### config.mk
export PLATFORM = sky130hd
export DESIGN_NAME = seq_multiplier
export DESIGN_NICKNAME = d
export VERILOG_FILES = /design/src/rtl/mul_pkg.sv /design/src/rtl/mul_step.sv /design/src/rtl/seq_multiplier.sv
export SDC_FILE = /design/constraint.sdc
export NUM_CORES = 1
export LEC_CHECK = 0
export BUFFER_PORTS_ARGS = -buffer_cell sky130_fd_sc_hd__buf_4
export CELL_PAD_IN_SITES_DETAIL_PLACEMENT = 1
export CELL_PAD_IN_SITES_GLOBAL_PLACEMENT = 2
export CORE_MARGIN = 2
export CORE_UTILIZATION = 37
export DETAILED_ROUTE_END_ITERATION = 10
export PLACE_DENSITY = 0.8
export RECOVER_POWER = 100
export SYNTH_ARGS = -nofsm -noshare
export SYNTH_HDL_FRONTEND = slang
export SYNTH_SLANG_ARGS = --single-unit
### constraint.sdc
create_clock -name clk -period 8.3 [get_ports clk]
set_clock_uncertainty 0.05 [all_clocks]
set_input_delay 0.415 -clock clk [delete_from_list [all_inputs] [get_ports clk]]
set_output_delay 0.415 -clock clk [all_outputs]
set_load 0.05 [all_outputs]
### src/rtl/mul_pkg.sv
// Shared definitions for the iterative shift-add multiplier: FSM encoding and step-count sizing.
package mul_pkg;

  typedef enum logic [1:0] {StIdle, StRun, StFix} mul_state_e;

  function automatic int unsigned n_steps(input int unsigned width, input int unsigned bpc);
    return width / bpc;
  endfunction

  // Count register must hold 0..N_STEPS.
  function automatic int unsigned cnt_width(input int unsigned width, input int unsigned bpc);
    return $clog2(n_steps(width, bpc) + 1);
  endfunction

endpackage

### src/rtl/mul_step.sv
// One shift-add iteration: add (b_slice * mag_a) into the upper half, then shift right.
module mul_step #(
  parameter int unsigned WIDTH          = 32,
  parameter int unsigned BITS_PER_CYCLE = 1
) (
  input  logic [2*WIDTH-1:0]        acc_i,
  input  logic [WIDTH-1:0]          mag_a_i,
  input  logic [BITS_PER_CYCLE-1:0] b_slice_i,
  output logic [2*WIDTH-1:0]        acc_o
);

  localparam int unsigned SumW = WIDTH + BITS_PER_CYCLE;

  logic [SumW-1:0]                 partial;
  logic [SumW-1:0]                 sum;
  logic [2*WIDTH+BITS_PER_CYCLE-1:0] wide;

  always_comb begin
    partial = SumW'(mag_a_i) * SumW'(b_slice_i);
    // Sum never exceeds 2^BPC * (2^WIDTH - 1), so SumW bits keep every carry.
    sum     = partial + SumW'(acc_i[2*WIDTH-1:WIDTH]);
    wide    = {sum, acc_i[WIDTH-1:0]};
    acc_o   = (2*WIDTH)'(wide >> BITS_PER_CYCLE);
  end

endmodule

### src/rtl/seq_multiplier.sv
// Iterative signed/unsigned multiplier with start/busy/done handshake and a held 2*WIDTH product.
module seq_multiplier
  import mul_pkg::*;
#(
  parameter int unsigned WIDTH          = 32,
  parameter int unsigned BITS_PER_CYCLE = 1
) (
  input  logic               clk,
  input  logic               reset,
  input  logic               start,
  input  logic               is_signed,
  input  logic [WIDTH-1:0]   op_a,
  input  logic [WIDTH-1:0]   op_b,
  output logic               busy,
  output logic               done,
  output logic [2*WIDTH-1:0] product
);

  localparam int unsigned NSteps = n_steps(WIDTH, BITS_PER_CYCLE);
  localparam int unsigned CntW   = cnt_width(WIDTH, BITS_PER_CYCLE);
  localparam logic [CntW-1:0] LastCnt = CntW'(NSteps - 1);

  if ((BITS_PER_CYCLE != 1 && BITS_PER_CYCLE != 2 && BITS_PER_CYCLE != 4) ||
      (WIDTH % BITS_PER_CYCLE != 0)) begin : g_param_check
    $error("seq_multiplier: BITS_PER_CYCLE must be 1, 2 or 4 and divide WIDTH");
  end

  mul_state_e           state_q;
  logic [WIDTH-1:0]     mag_a_q;
  logic [WIDTH-1:0]     mag_b_q;
  logic [2*WIDTH-1:0]   acc_q;
  logic [CntW-1:0]      cnt_q;
  logic                 neg_q;
  logic                 busy_q;
  logic                 done_q;
  logic [2*WIDTH-1:0]   product_q;

  logic [2*WIDTH-1:0]   acc_d;
  logic [WIDTH-1:0]     mag_a_d;
  logic [WIDTH-1:0]     mag_b_d;

  // -2^(WIDTH-1) negates to itself, which is the correct magnitude read as unsigned.
  always_comb begin
    mag_a_d = (is_signed && op_a[WIDTH-1]) ? -op_a : op_a;
    mag_b_d = (is_signed && op_b[WIDTH-1]) ? -op_b : op_b;
  end

  mul_step #(
    .WIDTH          (WIDTH),
    .BITS_PER_CYCLE (BITS_PER_CYCLE)
  ) u_step (
    .acc_i     (acc_q),
    .mag_a_i   (mag_a_q),
    .b_slice_i (mag_b_q[BITS_PER_CYCLE-1:0]),
    .acc_o     (acc_d)
  );

  always_ff @(posedge clk or posedge reset) begin
    if (reset) begin
      state_q   <= StIdle;
      mag_a_q   <= '0;
      mag_b_q   <= '0;
      acc_q     <= '0;
      cnt_q     <= '0;
      neg_q     <= 1'b0;
      busy_q    <= 1'b0;
      done_q    <= 1'b0;
      product_q <= '0;
    end else begin
      done_q <= 1'b0;
      unique case (state_q)
        StIdle: begin
          if (start) begin
            mag_a_q <= mag_a_d;
            mag_b_q <= mag_b_d;
            neg_q   <= is_signed & (op_a[WIDTH-1] ^ op_b[WIDTH-1]);
            acc_q   <= '0;
            cnt_q   <= '0;
            busy_q  <= 1'b1;
            state_q <= StRun;
          end
        end
        StRun: begin
          acc_q   <= acc_d;
          mag_b_q <= mag_b_q >> BITS_PER_CYCLE;
          cnt_q   <= cnt_q + CntW'(1);
          if (cnt_q == LastCnt) begin
            state_q <= StFix;
          end
        end
        StFix: begin
          product_q <= neg_q ? -acc_q : acc_q;
          done_q    <= 1'b1;
          busy_q    <= 1'b0;
          state_q   <= StIdle;
        end
        default: state_q <= StIdle;
      endcase
    end
  end

  assign busy    = busy_q;
  assign done    = done_q;
  assign product = product_q;

endmodule

==> results.md, run 1 <==
* Status: finished, violations left
* Violated checks: max-capacitance violations, max-slew violations
* PortBufs at roughly 130
* HPWL Detailed at 25.0 mm
* Initial drt markers at 460
* Final WL at 34.2 mm
* N_diodes at 0
* Hold Buf Count CTS at 0
* Clock power frac at 21.2%
* Type of origin of the critical path: flop
* Flop pwr share at between 30% and 40%
* Die ar. at between 0.03 and 0.04 mm^2
* Initial Utilization at 37.8%
* Number of primary I/O pins at 134
* RSZ-0062 raised after global routing: no
* Yosys reg bits at 203
* CTS tree: yes
* Post-synth EDFFs at 0
* Dpl cell area at 0.0133 mm^2
* Vias at slightly above 10,000
* Initial antenna violation count at 0
* Core ar. at 0.0317 mm^2
* Vias in the first global route at 10,487
* WHS at 89.7 ps
* Worst slew pin tran at ~4000 ps
* Postcts setup bufs at 0
* Seq/Total Area, Yosys at 42.3%
* Max clock buf depth at 3
* Worst-Skew Late Latency at about 530 ps
* Synth top area cells: dfrtp_1 (42%), o21ai_0 (8.1%), xor2_1 (7.6%)
* Pre-antenna DRT Iters at 4
* Setup WS post-layout at 3440 ps
* Final instance area at 0.0137 mm^2
* Main synth FF type: dfrtp_1
* Worst min path class: primary input to async pin
* CTS Buf Count at 24
* Worst VDD drop at between 0.15 and 0.2 mV
* Placed cells at 1,823
* Post-DRT Antenna Nets at 0
* Leak at 5.77 nW
* Chip Width at 184 um
* # nets final at between 1,500 and 2,000
* Crit path kind: flop to flop
* Global Route Usage Sum at 20.4%
* CTS Root Cell: clkbuf_16
* Syn-to-layout area delta at 14.4%
* Cell Pwr Density at 351 mW/mm^2
* Top achievable clock speed at a little over 200 MHz
* Share of cells above drive strength 1 at 7.59%
* Yosys top cell area share at 42.3%
* Total congestion overflow at 0
* First-pass GRT wire length at roughly 56 mm
* Cells after Synth at 1,362
* Maxcap violations at 7
* Pin count of the biggest net entering global routing at 143
* Row count at 65
* Post-synth net total at approximately 1,500
* Routability Congestion at roughly 0.84
* Routed len/inst at 18.3 um
* Cell taking the most area after synthesis: dfrtp_1
* Post_cts resized at 0
* Fin crit share at between 50% and 60%
* WP data required at 8680 ps
* Max_slew headroom at -168%
* Clock transition at the registers of the reported paths at 60 ps
* Synth Area per Inst at roughly 8.8 um^2
* Setup tns final at 0 ps
* Pre-CTS setup slack at 4730 ps
* H-tree depth at 1
* Worst setup EP type: flop
* Sw Pwr at 2.08 mW
* Final Hold Viols at 0
* Period minus WS final at between 4000 and 5000 ps
* # fillers at between 3,000 and 4,000
* DRC viols at 0
* CTS sink cnt at 203
* CP Max Fanout at between 80 and 90
* YS warnings at 0
* Comb pwr share at 42.2%
* Sw Share at 43.0%
* Yosys cell types at 58
* Via density at 5.53
* Finished Layout Cells at 1,864
* Ys async rst share at 100%
* Int Pwr at 2.75 mW
* Die height at 184 um
* Mapped Area at 0.0120 mm^2
* Final setup violation count at 0
* Crit path DAT at between 5000 and 6000 ps
* Max Transition Viols Final at around 420
cells in the mapped netlist (all sizes together), types with 2 or more instances:
library cell	count
o21bai	5
or2	3
o41ai	18
nor4b	2
clkbuf	75
a211o	3
a221oi	4
o21ai	203
nand3	23
or3	19
nand2	206
or4	18
o31ai	38
nor4	9
nor2	46
nand2b	8
and3	8
nor2b	6
a221o	2
a31oi	9
xor2	104
and2	38
buf	5
ha	36
xnor2	40
a211oi	2
nor3b	2
nor3	25
a21oi	60
dfrtp	203
o2111ai	2
a22oi	18
nand4b	3
a21o	6
inv	25
a22o	28
nand4	16
o22ai	26
nand3b	2
mux2i	6
logic make-up (layout without fill, tap and decap cells):
logic type	Yosys count	in the layout	synth area share (%)
and+or+nand+nor	436	436	17.6
AOI/OAI and AO/OA	431	431	21.9
DFF	203	203	42.3
xor gates and xnor gates	144	144	10.5
buffers and inverters	105	205	3.29
adders and majority gates	37	37	3.92
muxes	6	6	0.500
final cells by class:
cell class | count | area (um^2) | share of cell area [%]
timing repair buffer | 139 | 766 | 5.57
clock inverter | 7 | 77.6 | 0.565
sequential | 203 | 5080 | 37.0
tap | 402 | 503 | 3.66
multi-input combinational | 1054 | 6520 | 47.5
inverter | 25 | 101 | 0.738
clock buffer | 34 | 688 | 5.01
registers in the layout, indices dropped and copies added, names as in the netlist:
name,count
acc_q,64
product,64
mag_a_q,32
mag_b_q,32
cnt_q,6
state_q,2
busy,1
done,1
neg_q,1
through the flow:
stage          power, mW  utilization (%)
2_1_floorplan       3.19                -
3_3_place_gp        3.79             41.9
3_5_place_dp        3.84             41.9
4_1_cts             4.89             44.3
5_1_grt             5.23             43.3
6_report            4.83             43.3
power groups by stage:
| stage | sequential, mW | combinational (mW) | clock, mW |
|---|---|---|---|
| 5_1_grt | 1.83 | 2.30 | 1.10 |
| 3_3_place_gp | 1.77 | 2.01 | 0 |
| 6_report | 1.77 | 2.04 | 1.03 |
| 3_5_place_dp | 1.78 | 2.06 | 0 |
| 4_1_cts | 1.77 | 2.07 | 1.05 |
| 2_1_floorplan | 1.65 | 1.54 | 0 |
worst max-delay path: stages, from the launching register on:
cell and delay [ps]:
dfrtp_1 410, inv_1 230, o21ai_0 330, clkbuf_1 2870
a221oi_1 540, mux2i_1 290
final timing paths:
path | cells after the start | startpoint | endpoint | slack, ps
worst max-delay path | 5 | state_q[1] | acc_q[56] | 3440
worst min-delay path | 2 | reset | product[27] | 90
worst max register to register | 5 | state_q[1] | acc_q[56] | 3440
worst min register to register | 2 | product[62] | product[62] | 420
max in group asynchronous | 3 | reset | product[50] | 4310
min in group clk | 3 | op_a[31] | mag_a_q[31] | 110
cells in the final DEF, fill, tap and decap left out, types with 26 or more instances in the layout:
cell,instances
a22o_1,28
xor2_1,104
nor2_1,46
ha_1,36
and2_1,37
a21oi_1,60
nand2_1,206
o22ai_1,26
o31ai_1,38
o21ai_0,202
dfrtp_1,202
xnor2_1,40
buf_4,65
clkbuf_1,79
metal layers:
metal,track usage (%),vias to the layer above,routed length [um]
li1,-,5072,-
met1,30.0,5031,17400
met2,32.7,175,15100
met3,2.23,31,1210
met4,3.87,0,465
met5,0,-,0
Note: power is estimated with default switching activity, not from simulation.
==> inputs of run 2 (changes only) <==
- clock period: 8.3 -> 4.9 ns (I/O delays scaled with it)
==> results.md, run 2 (synthesis gave the netlist of run 1 again) <==
* First-pass GRT wire length at 57.5 mm
* Die ar. at 0.0339 mm^2
* CTS sink cnt at 203
* Worst path cell trace: inv_1 -> nor2_1 -> clkbuf_1 -> nand2_1 -> o21ai_0
* Vias at between 10,000 and 15,000
* Initial drt markers at roughly 500
* Sw Share at between 40% and 50%
* # nets final at 1,590
* Int Pwr at about 4.7 mW
* Pin count of the biggest net entering global routing at 115
* Worst min path class: primary input to flop
* Number of primary I/O pins at 134
* Period minus WS final at ~4000 ps
* WP data required at around 5300 ps
* Hold path cells at 3
* PortBufs at between 100 and 150
* Buf/Inv on CP at 2
* Worst Reg2Reg Path Length in Cells at 5
* Via density at 5.53
* CTS Root Cell: clkbuf_16
* GR peak layer: met2
* Routed len/inst at around 18 um
* Status: finished, violations left
* H-tree depth at 1
* Cell Pwr Density at 584 mW/mm^2
* N_diodes at 0
* Chip Width at 184 um
* Final setup violation count at 0
* Fin crit share at around four fifths
* Flop pwr share at a little over a third
* Core ar. at 0.0317 mm^2
* Vias in the first global route at between 10,000 and 15,000
* Final instance area at between 0.01 and 0.015 mm^2
* Setup tns final at 0 ps
* CTS tree: yes
* Dpl cell area at 0.0133 mm^2
* Initial antenna violation count at 0
* # fillers at 3,718
* Die height at around 180 um
* Max_slew headroom at -79.1%
* Crit path kind: flop to flop
* Max Transition Viols Final at between 400 and 500
* Syn-to-layout area delta at 18.0%
* Max clock buf depth at 3
* Worst-Skew Late Latency at 530 ps
* Leak at 5.94 nW
* Top achievable clock speed at 250 MHz
* Clock power frac at 21.5%
* Multi-input gate area at 0.00654 mm^2
* Routability Congestion at 0.834
* Violated checks: max-capacitance violations, max-slew violations
* Maxcap violations at 7
* Post-DRT Antenna Nets at 0
* Worst slew pin tran at 2690 ps
* Initial Utilization at between 30 and 40%
* RSZ-0062 raised after global routing: no
* Pre-antenna DRT Iters at 5
* Sw Pwr at 3.55 mW
* Grt met3 use at 2.23%
* Most common cell after layout, fill and taps aside: nand2_1
* HPWL Detailed at 25.1 mm
* Grt met1 use at between 20% and 30%
* Share of cells above drive strength 1 at ~7.7%
* Final Hold Viols at 0
* Type of origin of the critical path: flop
* Crit path DAT at 4380 ps
* Family with the most delay on the worst path: buffers and inverters
* Total congestion overflow at 0
* Slowest CP cell: clkbuf_1
* Worst setup EP type: flop
* M2 GR Usage at 34.5%
* Final WL at 34.8 mm
* Post_cts resized at 0
* Most frequent cells in the layout: nand2_1 (206), dfrtp_1 (202), o21ai_0 (201)
* Global Route Usage Sum at 20.8%
* Row count at 65
* Reg area at 0.00508 mm^2
* Slowest stage delay, CP at around 1900 ps
* Postcts setup bufs at 0
* Fin util at around 45%
* DRC viols at 0
* CTS Buf Count at 24
* Comb pwr share at 42.1%
* CP Max Fanout at 53
* Worst VDD drop at 0.246 mV
* WP depth at 5
* Clock transition at the registers of the reported paths at 60 ps
run 2: power groups by stage:
stage | Clock, mW | Sequential [mW] | Combinational, mW
2_1_floorplan | 0 | 2.79 | 2.61
3_3_place_gp | 0 | 3.01 | 3.41
3_5_place_dp | 0 | 3.03 | 3.50
4_1_cts | 1.84 | 3.00 | 3.55
5_1_grt | 1.91 | 3.11 | 3.93
6_report | 1.78 | 3.00 | 3.48
run 2: area by class of cell:
class / instances / area share [%]
Multi-Input combinational cell: 1054 / 46.2
Sequential cell: 203 / 35.9
Timing Repair Buffer: 177 / 8.10
Clock buffer: 35 / 4.75
Tap cell: 402 / 3.55
Clock inverter: 8 / 0.875
Inverter: 25 / 0.672
run 2: worst paths after layout:
kind,to,slack [ps],from
hold / removal,mag_a_q[25],5,op_a[25]
setup reg to reg,cnt_q[4],900,state_q[0]
hold reg to reg,product[5],420,product[5]
setup / recovery,cnt_q[4],900,state_q[0]
min in group asynchronous,mag_b_q[4],800,reset
max in group asynchronous,done,1520,reset
run 2: worst reg2reg max path: stages, from the launching register on:
cell and delay (ps):
dfrtp_1 470, inv_1 270, nor2_1 820, clkbuf_1 1870, nand2_1 160, o21ai_0 270
run 2: timing repair:
item,4_1_cts,5_1_grt
hold buffers,37,0
setup endpoints to repair,0,0
endpoints found under the hold margin,78,0
run 2: metal layers:
| layer | vias to the layer above | part of all wire [%] |
|---|---|---|
| met3 | 28 | 3.3 |
| met1 | 5175 | 50 |
| met2 | 171 | 46 |
| met4 | 0 | 1.2 |
| li1 | 5149 | - |
| met5 | - | 0 |
run 2: stage by stage:
step / cells / hold WS, ps / setup WS, ps / total power [mW]
floorplan: 1362 / 323 / 1970 / 5.40
global placement: 1824 / 409 / 1410 / 6.42
detailed placement: 1824 / 422 / 1350 / 6.53
CTS: 1904 / 1.13 / 1320 / 8.38
global route: 1904 / 21.7 / 551 / 8.95
finish: 1904 / 4.94 / 904 / 8.26
==> inputs of run 3 (changes only) <==
- clock period: 4.9 -> 3.7 ns (I/O delays scaled with it)
==> results.md, run 3 (synthesis gave the netlist of run 1 again) <==
* Post-DRT Antenna Nets at 0
* Worst VDD drop at 0.367 mV
* Final WL at between 30 and 40 mm
* Vias at 10,735
* Period minus WS final at 3320 ps
* Crit path DAT at roughly 3600 ps
* Setup tns final at 0 ps
* Worst setup EP type: flop
* Buf/Inv on CP at 0
* Syn-to-layout area delta at 21.3%
* # fillers at around 3,700
* Design Power at approximately 11 mW
* Final setup violation count at 0
* Initial antenna violation count at 0
* CTS sink cnt at 203
* Slowest stage delay, CP at 640 ps
* Worst min path class: primary input to flop
* Row count at 65
* Final instance area at 0.0146 mm^2
* Routability Congestion at 0.864
* Type of origin of the critical path: flop
* Chip Width at 184 um
* Postcts setup bufs at 0
* Multi-input gate area at approximately 0.0065 mm^2
* H-tree depth at 1
* DRC viols at 0
* Finished Layout Cells at 1,939
* Total congestion overflow at 0
* CTS tree: yes
* Leak at just over 6 nW
* Most frequent cells in the layout: nand2_1 (206), dfrtp_1 (202), o21ai_0 (200)
* Vias in the first global route at 11,308
* Final Hold Viols at 0
* Dpl cell area at roughly 0.013 mm^2
* WHS at 7.24 ps
* Max layer used: met4
* Global Route Usage Sum at a little over a fifth
* Violated checks: max-capacitance violations, max-slew violations
* HPWL Detailed at between 20 and 30 mm
* Maxcap violations at 3
* Met2 WL at 16.7 mm
* Pre-CTS setup slack at 422 ps
* First-pass GRT wire length at ~60 mm
* WP data required at about 4000 ps
* Reg area at 0.00508 mm^2
* Max clock buf depth at 3
* Max Transition Viols Final at 128
* Crit path kind: flop to flop
* Initial Utilization at 37.8%
* Number of primary I/O pins at 134
* CP Max Fanout at 7
* Worst slew pin tran at 1770 ps
* Fin crit share at 89.7%
* Max_slew headroom at -18.0%
* Initial drt markers at a little under 500
* PortBufs at 133
* Clock transition at the registers of the reported paths at 60 ps
* RSZ-0062 raised after global routing: no
* Die ar. at around 0.034 mm^2
* Setup WS post-layout at 382 ps
* Share of cells above drive strength 1 at 8.46%
* Core ar. at 0.0317 mm^2
* Worst-Skew Late Latency at 540 ps
* Pin count of the biggest net entering global routing at 75
* Die height at between 150 and 200 um
* Routed len/inst at around 19 um
* CTS Buf Count at 24
* Family with the most delay on the worst path: simple AND/OR/NAND/NOR gates
* Fin util at approximately 46%
* Top achievable clock speed at 301 MHz
* CTS Root Cell: clkbuf_16
* N_diodes at 0
* Slowest CP cell: or4_1
* M1 WL at 17.6 mm
* Cell Pwr Density at 770 mW/mm^2
* Placed cells at 1,835
* # nets final at 1,626
* Met3 wire length at 1.22 mm
* Pre-antenna DRT Iters at 5
* Via density at approximately 5.5
* Most common cell after layout, fill and taps aside: nand2_1
* Status: finished, violations left
* Worst path cell trace: or4_1 -> or4b_4 -> nor4_2 -> nand2_1 -> o41ai_1 -> xor2_1 -> o21ai_0
-- run 3: changes by cell type in the layout (fill, tap and decap cells not counted), moves of 2 or more --
cell / previous run / this run
clkbuf_1: 79 / 75
dlygate4sd3_1: 37 / 62
bufinv_16: 2 / 4
clkbuf_2: 3 / 5
and2_1: 34 / 29
and2_0: 4 / 9
buf_4: 64 / 71
buf_12: 0 / 3
-- run 3: worst reg2reg max path: stages (launching register included) --
cell and delay, ps:
dfrtp_1 440, or4_1 640, or4b_4 580, nor4_2 540, nand2_1 230, o41ai_1 420
xor2_1 170, o21ai_0 80
-- run 3: layer usage --
layer  track usage, %  up-vias
met4             4.54        0
met5                0        -
met3             2.23       38
li1                 -     5211
met2             35.7      180
met1             31.2     5306
-- run 3: path summary, 6_finish.rpt --
check,cells after the start,to,slack (ps),startpoint
setup / recovery,7,product[61],380,acc_q[18]
max in group asynchronous,4,neg_q,970,reset
min in group asynchronous,3,mag_b_q[4],550,reset
setup reg to reg,7,product[61],380,acc_q[18]
hold reg to reg,2,product[49],430,product[49]
hold / removal,3,mag_b_q[12],7,op_b[12]
-- run 3: where the power goes --
part	switching, mW	internal [mW]	leakage (nW)
clock network	0.993	1.54	0.402
registers	0.868	2.99	2.63
logic	2.91	1.92	3.10
total	4.77	6.44	6.13
-- run 3: layout make-up --
class | count | share of cell area (%)
Multi-Input combinational cell | 1054 | 44.8
Clock inverter | 11 | 1.25
Timing Repair Buffer | 213 | 10.4
Tap cell | 402 | 3.45
Clock buffer | 31 | 4.51
Sequential cell | 203 | 34.9
Inverter | 25 | 0.653
-- run 3: timing repair --
action                                 4_1_cts  5_1_grt
endpoints found under the hold margin       88        0
hold buffers                                62        0
resized for setup                            0        0
